$ cat src/rtl/task_scheduler_param_if.sv
// Handshake and data bundle between the task scheduler and its environment.
// The scheduler connects through the slave modport; the driving side uses master.
interface task_scheduler_param_if #(
  parameter int NUM_CORES = 4,
  parameter int REG_W     = 8,
  parameter int TM_DEPTH  = 64,
  parameter int FRAME_W   = 64
);
  localparam int AW = $clog2(TM_DEPTH);

  logic                       tm_wr_en;
  logic [AW-1:0]              tm_wr_addr;
  logic [FRAME_W-1:0]         tm_wr_data;
  logic                       run;
  logic [NUM_CORES-1:0]       ready;
  logic [NUM_CORES-1:0]       start;
  logic [FRAME_W-1:0]         insn_data;
  logic [NUM_CORES-1:0]       init_r0_vec;
  logic [NUM_CORES*REG_W-1:0] init_r0;
  logic                       busy;
  logic                       done;
  logic                       error;

  modport master (
    output tm_wr_en, tm_wr_addr, tm_wr_data, run, ready,
    input  start, insn_data, init_r0_vec, init_r0, busy, done, error
  );

  modport slave (
    input  tm_wr_en, tm_wr_addr, tm_wr_data, run, ready,
    output start, insn_data, init_r0_vec, init_r0, busy, done, error
  );
endinterface

$ cat src/rtl/task_scheduler_param.sv
// Task scheduler: walks control/instruction frames from a loadable task memory
// and issues one-cycle start pulses to N cores, gated by ready and fence modes.
module task_scheduler_param #(
  parameter int NUM_CORES = 4,
  parameter int REG_W     = 8,
  parameter int TM_DEPTH  = 64,
  parameter int FRAME_W   = 64,
  parameter int CNT_W     = 8
) (
  input logic                   clk,
  input logic                   reset,
  task_scheduler_param_if.slave bus
);
  localparam int N         = NUM_CORES;
  localparam int AW        = $clog2(TM_DEPTH);
  localparam int R0V_LSB   = N;
  localparam int FENCE_LSB = 2 * N;
  localparam int CNT_LSB   = 2 * N + 2;
  localparam int HALT_BIT  = CNT_LSB + CNT_W;
  localparam int R0_LSB    = HALT_BIT + 1;

  localparam logic [1:0]    FENCE_ACQ = 2'd1;
  localparam logic [1:0]    FENCE_REL = 2'd2;
  localparam logic [AW-1:0] PTR_LAST  = AW'(TM_DEPTH - 1);
  localparam logic [AW-1:0] PTR_ONE   = AW'(1);
  localparam logic [CNT_W-1:0] CNT_ONE = CNT_W'(1);

  typedef enum logic [2:0] {
    S_IDLE  = 3'd0,
    S_CTRL  = 3'd1,
    S_GUARD = 3'd2,
    S_ISSUE = 3'd3,
    S_DONE  = 3'd4
  } state_e;

  state_e                 state_q, state_d;
  logic [AW-1:0]          ptr_q, ptr_d;
  logic [CNT_W-1:0]       rem_q, rem_d;
  logic [N-1:0]           mask_q, mask_d;
  logic                   rel_q, rel_d;
  logic                   busy_q, busy_d;
  logic                   done_q, done_d;
  logic                   err_q, err_d;
  logic [N-1:0]           start_q, start_d;
  logic [N-1:0]           r0v_q, r0v_d;
  logic [FRAME_W-1:0]     insn_q, insn_d;
  logic [N*REG_W-1:0]     r0_q, r0_d;

  logic [FRAME_W-1:0]     mem_q [TM_DEPTH];

  logic [FRAME_W-1:0]     frame_s;
  logic [N-1:0]           f_mask_s;
  logic [N-1:0]           f_r0v_s;
  logic [1:0]             f_fence_s;
  logic [CNT_W-1:0]       f_cnt_s;
  logic                   f_halt_s;
  logic [N*REG_W-1:0]     f_r0_s;
  logic                   ctrl_go_s;
  logic                   issue_go_s;
  logic                   last_s;

  assign frame_s   = mem_q[ptr_q];
  assign f_mask_s  = frame_s[N-1:0];
  assign f_r0v_s   = frame_s[R0V_LSB +: N];
  assign f_fence_s = frame_s[FENCE_LSB +: 2];
  assign f_cnt_s   = frame_s[CNT_LSB +: CNT_W];
  assign f_halt_s  = frame_s[HALT_BIT];
  assign f_r0_s    = frame_s[R0_LSB +: N*REG_W];
  assign last_s    = (ptr_q == PTR_LAST);

  // An acquire fence, or a release left pending by the previous control frame,
  // needs every core ready; otherwise only the selected cores must be ready.
  assign ctrl_go_s  = ((f_fence_s == FENCE_ACQ) || rel_q) ? (bus.ready == {N{1'b1}})
                                                           : ((bus.ready & f_mask_s) == f_mask_s);
  assign issue_go_s = ((bus.ready & mask_q) == mask_q);

  // Task memory write port; contents survive reset.
  always_ff @(posedge clk) begin
    if (bus.tm_wr_en && !busy_q) begin
      mem_q[bus.tm_wr_addr] <= bus.tm_wr_data;
    end
  end

  // Next-state and registered-output decode.
  always_comb begin
    state_d = state_q;
    ptr_d   = ptr_q;
    rem_d   = rem_q;
    mask_d  = mask_q;
    rel_d   = rel_q;
    busy_d  = busy_q;
    done_d  = done_q;
    err_d   = err_q;
    start_d = '0;
    r0v_d   = '0;
    insn_d  = insn_q;
    r0_d    = r0_q;
    case (state_q)
      S_IDLE: begin
        if (bus.run) begin
          busy_d  = 1'b1;
          done_d  = 1'b0;
          err_d   = 1'b0;
          ptr_d   = '0;
          state_d = S_CTRL;
        end else begin
          state_d = S_IDLE;
        end
      end
      S_CTRL: begin
        if (f_halt_s) begin
          state_d = S_DONE;
        end else if (ctrl_go_s) begin
          start_d = f_mask_s;
          insn_d  = frame_s;
          r0v_d   = f_r0v_s;
          r0_d    = f_r0_s;
          mask_d  = f_mask_s;
          rel_d   = (f_fence_s == FENCE_REL);
          rem_d   = f_cnt_s;
          ptr_d   = ptr_q + PTR_ONE;
          // The frame at the last address is still issued, then we stop.
          if (last_s) begin
            err_d   = 1'b1;
            state_d = S_DONE;
          end else if (f_cnt_s != '0) begin
            state_d = S_GUARD;
          end else begin
            state_d = S_CTRL;
          end
        end else begin
          state_d = S_CTRL;
        end
      end
      S_GUARD: begin
        if (rem_q != '0) begin
          state_d = S_ISSUE;
        end else begin
          state_d = S_CTRL;
        end
      end
      S_ISSUE: begin
        if (issue_go_s) begin
          start_d = mask_q;
          insn_d  = frame_s;
          ptr_d   = ptr_q + PTR_ONE;
          rem_d   = rem_q - CNT_ONE;
          if (last_s) begin
            err_d   = 1'b1;
            state_d = S_DONE;
          end else begin
            state_d = S_GUARD;
          end
        end else begin
          state_d = S_ISSUE;
        end
      end
      S_DONE: begin
        busy_d  = 1'b0;
        done_d  = 1'b1;
        state_d = S_IDLE;
      end
      default: begin
        state_d = S_IDLE;
      end
    endcase
  end

  // State and output registers.
  always_ff @(posedge clk or posedge reset) begin
    if (reset) begin
      state_q <= S_IDLE;
      ptr_q   <= '0;
      rem_q   <= '0;
      mask_q  <= '0;
      rel_q   <= 1'b0;
      busy_q  <= 1'b0;
      done_q  <= 1'b0;
      err_q   <= 1'b0;
      start_q <= '0;
      r0v_q   <= '0;
      insn_q  <= '0;
      r0_q    <= '0;
    end else begin
      state_q <= state_d;
      ptr_q   <= ptr_d;
      rem_q   <= rem_d;
      mask_q  <= mask_d;
      rel_q   <= rel_d;
      busy_q  <= busy_d;
      done_q  <= done_d;
      err_q   <= err_d;
      start_q <= start_d;
      r0v_q   <= r0v_d;
      insn_q  <= insn_d;
      r0_q    <= r0_d;
    end
  end

  assign bus.start       = start_q;
  assign bus.insn_data   = insn_q;
  assign bus.init_r0_vec = r0v_q;
  assign bus.init_r0     = r0_q;
  assign bus.busy        = busy_q;
  assign bus.done        = done_q;
  assign bus.error       = err_q;
endmodule

$ cat src/flat_wrapper.sv
// flat-port wrapper written by rule: the top's interface ports become plain ports
module task_scheduler_param_flat 
#(
  parameter int NUM_CORES = 4,
  parameter int REG_W     = 8,
  parameter int TM_DEPTH  = 64,
  parameter int FRAME_W   = 64,
  parameter int CNT_W     = 8
)
  (clk, reset, bus_tm_wr_en, bus_tm_wr_addr, bus_tm_wr_data, bus_run, bus_ready, bus_start, bus_insn_data, bus_init_r0_vec, bus_init_r0, bus_busy, bus_done, bus_error);
  task_scheduler_param_if #(.NUM_CORES(NUM_CORES), .REG_W(REG_W), .TM_DEPTH(TM_DEPTH), .FRAME_W(FRAME_W)) bus_i ();
  input logic clk;
  input logic reset;
  input wire logic [$bits(bus_i.tm_wr_en)-1:0] bus_tm_wr_en;
  input wire logic [$bits(bus_i.tm_wr_addr)-1:0] bus_tm_wr_addr;
  input wire logic [$bits(bus_i.tm_wr_data)-1:0] bus_tm_wr_data;
  input wire logic [$bits(bus_i.run)-1:0] bus_run;
  input wire logic [$bits(bus_i.ready)-1:0] bus_ready;
  output wire logic [$bits(bus_i.start)-1:0] bus_start;
  output wire logic [$bits(bus_i.insn_data)-1:0] bus_insn_data;
  output wire logic [$bits(bus_i.init_r0_vec)-1:0] bus_init_r0_vec;
  output wire logic [$bits(bus_i.init_r0)-1:0] bus_init_r0;
  output wire logic [$bits(bus_i.busy)-1:0] bus_busy;
  output wire logic [$bits(bus_i.done)-1:0] bus_done;
  output wire logic [$bits(bus_i.error)-1:0] bus_error;
  assign bus_i.tm_wr_en = bus_tm_wr_en;
  assign bus_i.tm_wr_addr = bus_tm_wr_addr;
  assign bus_i.tm_wr_data = bus_tm_wr_data;
  assign bus_i.run = bus_run;
  assign bus_i.ready = bus_ready;
  assign bus_start = bus_i.start;
  assign bus_insn_data = bus_i.insn_data;
  assign bus_init_r0_vec = bus_i.init_r0_vec;
  assign bus_init_r0 = bus_i.init_r0;
  assign bus_busy = bus_i.busy;
  assign bus_done = bus_i.done;
  assign bus_error = bus_i.error;
  task_scheduler_param #(.NUM_CORES(NUM_CORES), .REG_W(REG_W), .TM_DEPTH(TM_DEPTH), .FRAME_W(FRAME_W), .CNT_W(CNT_W)) u_core (.clk(clk), .reset(reset), .bus(bus_i));
endmodule
$ cat config.mk
export PLATFORM = sky130hd
export DESIGN_NAME = task_scheduler_param_flat
export DESIGN_NICKNAME = d
export VERILOG_FILES = /design/src/rtl/task_scheduler_param_if.sv /design/src/rtl/task_scheduler_param.sv /design/src/flat_wrapper.sv
export SDC_FILE = /design/constraint.sdc
export NUM_CORES = 2
export LEC_CHECK = 0
export ABC_CLOCK_PERIOD_IN_PS = 4300
export CAP_MARGIN = 10
export CORE_MARGIN = 5
export CORE_UTILIZATION = 40
export DETAILED_ROUTE_END_ITERATION = 10
export PLACE_DENSITY_LB_ADDON = 0.25
export SYNTH_ARGS = -nofsm -noshare
export SYNTH_HDL_FRONTEND = slang
export SYNTH_SLANG_ARGS = --single-unit
$ cat constraint.sdc
create_clock -name clk -period 4.3 [get_ports clk]
set_clock_uncertainty 0.15 [all_clocks]
set_input_delay 0.645 -clock clk [delete_from_list [all_inputs] [get_ports clk]]
set_output_delay 0.645 -clock clk [all_outputs]
set_load 0.01 [all_outputs]
After elaboration in Yosys (flattened, before gate mapping)
Memory sizes are Yosys's and may differ from the RTL's.
Cells that the tools add are included.

word-level totals
  register bits after elaboration = 129
  memory bits (writable) = 4096
  bits of input ports = 78
  output and inout port bits = 107
  word-level logic and storage cells = 86
  memories = 1

memory list
  name          depth  width  rd ports  clocked after memory_dff  wr ports  RTL line                    source
  u_core.mem_q  64     64     1         0                         1         task_scheduler_param.sv:49  logic [FRAME_W-1:0] mem_q [TM_DEPTH];

cells by class
  $add $sub $neg = 2
  equal/unequal tests = 14
  mux-type cells = 41
  bitwise gates (word level) = 3
  reductions and logical operators = 13

operators with widths
  kind                                                                    number
  64-bit 2-to-1 mux                                                       3
  64-bit one-hot mux with 2 select lines                                  1
  4-bit 2-to-1 mux                                                        6
  6-bit 2-to-1 mux                                                        4
  8-bit 2-to-1 mux                                                        3
  6-bit one-hot mux with 3 select lines                                   1
  8-bit one-hot mux with 2 select lines                                   1
  8-bit nonzero test                                                      2
  3-bit 2-to-1 mux                                                        5
  3-bit one-hot mux with 4 select lines                                   1
  1-bit 2-to-1 mux                                                        10
  4-bit AND                                                               2
  4-bit equality test                                                     2
  4-bit one-hot mux with 2 select lines                                   1
  8-bit by 1-bit subtractor with 8-bit output (second input constant)     1
  6-bit by 1-bit adder with 6-bit output (second input constant)          1
  3-bit by 2-bit equality test with 1-bit output (second input constant)  2
  6-bit equality test (second input constant)                             1
  5-bit AND reduction                                                     1
  4-bit equality test (second input constant)                             1
  2-bit 2-to-1 mux                                                        2
  2-bit by 1-bit != test with 1-bit output (second input constant)        2
  2-bit != test (second input constant)                                   2
  1-bit one-hot mux with 2 select lines                                   2
  15 further kinds                                                        16

Depth between registers and ports, before layout
An unclocked memory read counts as a cell.

  depth after elaboration = 7
  mapped depth = 16
  depth with buffers taken out = 9

Least setup slack after synthesis
Ideal clock, no wire load.

  path type = input -> register
  start = input port bus_tm_wr_addr[4]
  end = memory u_core.mem_q[16][0], enable pin
  data arrival time = 4.156 ns
  data required time = 3.664 ns
  setup slack = -0.493 ns
  cell stages on the path = 4
  buffers on the path = 2
  cells stage by stage = clkbuf_1 or3b_2 clkbuf_1 nor2_1

RTL lines
  item             RTL line                    source
  start, declared  flat_wrapper.sv:15          input wire logic [$bits(bus_i.tm_wr_addr)-1:0] bus_tm_wr_addr;
  end, declared    task_scheduler_param.sv:49

Straight into the memory's write port.

Worst setup path in the final report
  start = register u_core.ptr_q[4]
  end = register u_core.insn_q[50], in the netlist u_core.bus.insn_data[50]

between the ends
  word-level cells in the longest chain between the ends = 6

RTL lines
  item                                                                         RTL line                                                source
  start, declared                                                              task_scheduler_param.sv:37                              logic [AW-1:0] ptr_q, ptr_d;
  start signal, assigned                                                       task_scheduler_param.sv:186                             ptr_q <= ptr_d;
  memory 64 x 64 bit *                                                         n/a
  4-bit AND or 2-bit by 1-bit equality test with 1-bit output (tied branches)  task_scheduler_param.sv:74, task_scheduler_param.sv:73
  4-bit equality test or 1-bit logical OR (tied branches)                      task_scheduler_param.sv:74, task_scheduler_param.sv:73
  1-bit 2-to-1 mux                                                             task_scheduler_param.sv:73                              assign ctrl_go_s = ((f_fence_s == FENCE_ACQ) || rel_q) ? (bus.ready == {N{1'b1}})
  2-bit by 1-bit != test with 1-bit output (no source line)                    n/a
  4-bit AND reduction (no source line)                                         n/a
  end signal, assigned                                                         task_scheduler_param.sv:195                             insn_q <= insn_d;
  end, declared                                                                task_scheduler_param.sv:46                              logic [FRAME_W-1:0] insn_q, insn_d;

Every way passes the cells marked *; elsewhere a longest branch is shown, timed or not. The select of a mux whose other input is x is not followed.
A chain may end at the register's enable or synchronous reset.

==> impl_metrics.env <==
export IMPL_clock_root_buffer="clkbuf_16"
export IMPL_grt_max_degree=128
export IMPL_grt_pass1_vias=77510
export IMPL_worstPathRequired_ps=4960
export IMPL_min_delay_path_depth=1
export IMPL_intPower_w=0.08075
export IMPL_clk_pin_slew_worst_paths_ps=60
export IMPL_firstDrtPassIters=5
export IMPL_min_to="u_core.mem_q[29][55]"
export IMPL_ys_types=61
export IMPL_clkPwrFrac_pct=33.5
export IMPL_yosys_top_cells_area="edfxtp_1 76%, mux4_2 18%, dfrtp_1 2.0%"
export IMPL_multiInputGateArea_sq_mm=0.03346
export IMPL_cts_tree="built"
export IMPL_finalSetupTns_ps=0
export IMPL_die_w_microns=644.1
export IMPL_syn_area_per_cell_sq_um=25.05
export IMPL_start_kind="register"
export IMPL_fin_area_sq_mm=0.1880
export IMPL_fillers=32260
export IMPL_peakVddDrop_uv=526.2
export IMPL_p_sw_share_pct=26.55
export IMPL_status="complete, no violations"
export IMPL_drtAntennaViolNets=0
export IMPL_min_delay_start="bus_tm_wr_data[55]"
export IMPL_cp_slowest_cell="nor2b_1"
export IMPL_die_height_microns=644.1
export IMPL_crit_type="register to register"
export IMPL_wl_microns=469600
export IMPL_layout_common_cells="4096 x edfxtp_1, 1282 x mux4_2, 435 x clkbuf_16, 225 x buf_12, 203 x buf_4"
export IMPL_reg2reg_from="u_core.ptr_q[4]"
export IMPL_syn_cell_area_sq_mm=0.1608
export IMPL_layout_drive_gt1_share_pct=34.78
export IMPL_regToRegSetupSlack_ps=20
export IMPL_initial_core_util_pct=40.20
export IMPL_die_area_sq_mm=0.4148
export IMPL_hold_viol_final=0
export IMPL_worst_slew_pin_slew_ps=1231
export IMPL_power_frac_comb_pct=24.0
export IMPL_worstPathMaxFanout=18
export IMPL_clock_sinks=4225
export IMPL_nets=7218
export IMPL_hold_class="input port to register"
export IMPL_syn2layout_area_growth_pct=16.90
export IMPL_postSynth_asyncResetShare_pct=3.053
export IMPL_antenna_found_initial=46
export IMPL_grt_usage_pct=22.23
export IMPL_drc=0
export IMPL_syn_nets=6501
export IMPL_post_route_period_util_pct=99.46
export IMPL_maxCapViolations=0
export IMPL_cpPeakStageDelay_ps=830
export IMPL_hpwl_microns=254300
export IMPL_worstSetupEndpointType="register"
export IMPL_rows=232
export IMPL_clockBufferDepth=4
export IMPL_io_buffers=184
export IMPL_reg2reg_depth=13
export IMPL_ff_latch_area_sq_mm=0.1262
export IMPL_avgViaCountPerCell=6.002
export IMPL_max_freq_mhz=233.8
export IMPL_ys_flop_type="edfxtp_1"
export IMPL_insertion_delay_ps=980
export IMPL_synth_seq_area_share_pct=78.49
export IMPL_syn_inst=6420
export IMPL_p_leak_nw=57.75
export IMPL_grt_ovfl_total=0
export IMPL_yosysTopAreaCellShare_pct=76.48
export IMPL_ios=185
export IMPL_yosys_area_top_type="edfxtp_1"
export IMPL_worstReg2RegEnd="u_core.bus.insn_data[50]"
export IMPL_numCtsBuffers=427
export IMPL_crit_chain="nor2b_1 > o221ai_1 > o22ai_1 > a221oi_1 > buf_4 > o211ai_1 > and2_1 > a311oi_4 > buf_4 > nor2_4 > buf_12 > buf_12 > mux2_2"
export IMPL_ys_warn_count=0
export IMPL_synth_edf_count=4096
export IMPL_worstPathArrival_ps=4940
export IMPL_vias=76710
export IMPL_drtIter0Drc=10300
export IMPL_place_congestion=0.7952
export IMPL_final_common_cell="edfxtp_1"
export IMPL_finalSetupViolCount=0
export IMPL_ys_ff_latch=4225
export IMPL_coreArea_sq_mm=0.4000
export IMPL_slew_headroom_pct=17.94
export IMPL_pwr_share_seq_pct=42.5
export IMPL_htree_levels=5
export IMPL_placed_area_sq_mm=0.1738
export IMPL_p_sw_w=0.02918
export IMPL_post_route_min_period_ps=4277
export IMPL_powerDensity_mw_per_mm2=584.8
export IMPL_wl_per_cell_microns=36.74
export IMPL_final_max_slew_viol_count=0
export IMPL_grt_pass1_wl_microns=643800
[synth_stat cells (4+ instances only)]
| master | n |
|---|---|
| or3b_2 | 4 |
| nand2b_1 | 7 |
| nor2b_1 | 12 |
| and3_1 | 4 |
| mux4_2 | 1282 |
| buf_1 | 38 |
| nand3_1 | 18 |
| a22o_1 | 7 |
| buf_4 | 18 |
| a211oi_1 | 4 |
| or3_1 | 6 |
| nor4_1 | 7 |
| nand2_1 | 54 |
| nand3b_1 | 11 |
| a21oi_1 | 20 |
| mux2i_1 | 40 |
| a31oi_1 | 4 |
| nor2_1 | 96 |
| nor3_1 | 17 |
| dfrtp_1 | 129 |
| o211ai_1 | 5 |
| buf_2 | 96 |
| and2_1 | 10 |
| a22oi_1 | 16 |
| edfxtp_1 | 4096 |
| clkbuf_1 | 157 |
| inv_1 | 12 |
| o22a_1 | 4 |
| o21ai_0 | 24 |
| buf_6 | 22 |
| o22ai_1 | 19 |
| o221ai_1 | 6 |
| a2bb2oi_1 | 4 |
| mux2_2 | 121 |
[worst max-delay path, delay by kind of cell, from the launching register on]
family	cells	cell delay (ps)
flops	1	660
buf+inv	4	790
mux	1	350
simple gates	3	1220
compound gates	5	930
[sequential cells by signal, summed over array words and instances, names as in the netlist]
register and cells:
u_core.bus.error 1, u_core.bus.busy 1, u_core.state_q 3, u_core.bus.init_r0 32, u_core.bus.init_r0_vec 4, u_core.rem_q 8
u_core.mask_q 4, u_core.bus.insn_data 64, u_core.ptr_q 6, u_core.rel_q 1, u_core.bus.done 1, u_core.mem_q 4096
u_core.bus.start 4
[how the worst max path moves through the flow]
stage,from,to,slack [ps],depth (start not counted)
final,u_core.ptr_q[4],u_core.bus.insn_data[50],20,13
after global routing,u_core.ptr_q[0],u_core.state_q[0],-20,13
after CTS,u_core.ptr_q[0],u_core.bus.init_r0[3],60,9
after detailed placement,u_core.ptr_q[1],u_core.bus.insn_data[49],-260,15
after global placement,u_core.ptr_q[1],u_core.bus.insn_data[49],-420,15
after floorplan,bus_tm_wr_addr[4],u_core.mem_q[16][0],-490,4
[metal layers]
metal	vias up	wire length, microns	GRT usage, %
met1	42840	186500	30.85
met4	8	15510	6.791
met3	714	37050	3.742
met2	3681	230400	36.30
met5	-	35	0
li1	29470	-	-
[kinds of logic (layout without fill, tap and decap cells)]
| group | Yosys count | count (layout) | share of synthesized area, % |
|---|---|---|---|
| adder cells (fa/ha/maj) | 3 | 3 | 0.02334 |
| buffers and inverters | 347 | 1428 | 1.029 |
| AO/OA/AOI/OAI | 134 | 134 | 0.5781 |
| AND/OR/NAND/NOR | 265 | 265 | 0.8084 |
| multiplexers | 1446 | 1446 | 19.07 |
| other | 0 | 15 | 0 |
| flip-flops | 4225 | 4225 | 78.49 |
[power groups by stage]
stage | combinational (W) | clock [W] | sequential, W
floorplan | 0.0175 | 0 | 0.0473
global placement | 0.0264 | 0 | 0.0476
detailed placement | 0.0265 | 0 | 0.0476
CTS | 0.0267 | 0.0375 | 0.0467
global route | 0.0280 | 0.0392 | 0.0467
finish | 0.0264 | 0.0368 | 0.0467
[metrics by stage]
step                hold slack, ps  setup slack (ps)  total power, W  util (%)  instances
floorplan                    331.2            -492.7         0.06481         -       6420
global placement             340.5            -424.5         0.07398     43.46      11960
CTS                          152.1             56.95          0.1109     46.96      12760
detailed placement           346.9            -260.3         0.07414     43.46      11960
finish                       230.8             23.14          0.1099     47.00      12780
global route                 250.4            -18.35          0.1139     46.99      12780
[final cells by class]
type / count / area share, %
Antenna cell: 15 / 0.01997
Clock buffer: 528 / 6.019
Clock inverter: 265 / 1.370
Inverter: 16 / 0.03993
Multi-Input combinational cell: 1848 / 17.80
Sequential cell: 4225 / 67.16
Tap cell: 5265 / 3.504
Timing Repair Buffer: 619 / 4.095
[timing repair]
| item | CTS | global route |
|---|---|---|
| hold endpoints to repair | 1 | 0 |
| resized for setup | 4 | 8 |
| setup endpoints to repair | 107 | 15 |
| cloned | 1 | 0 |
| pin swaps | 0 | 1 |
| setup buffers | 2 | 8 |
| hold buffers | 1 | 0 |
Power figures use the tool's default switching activity.
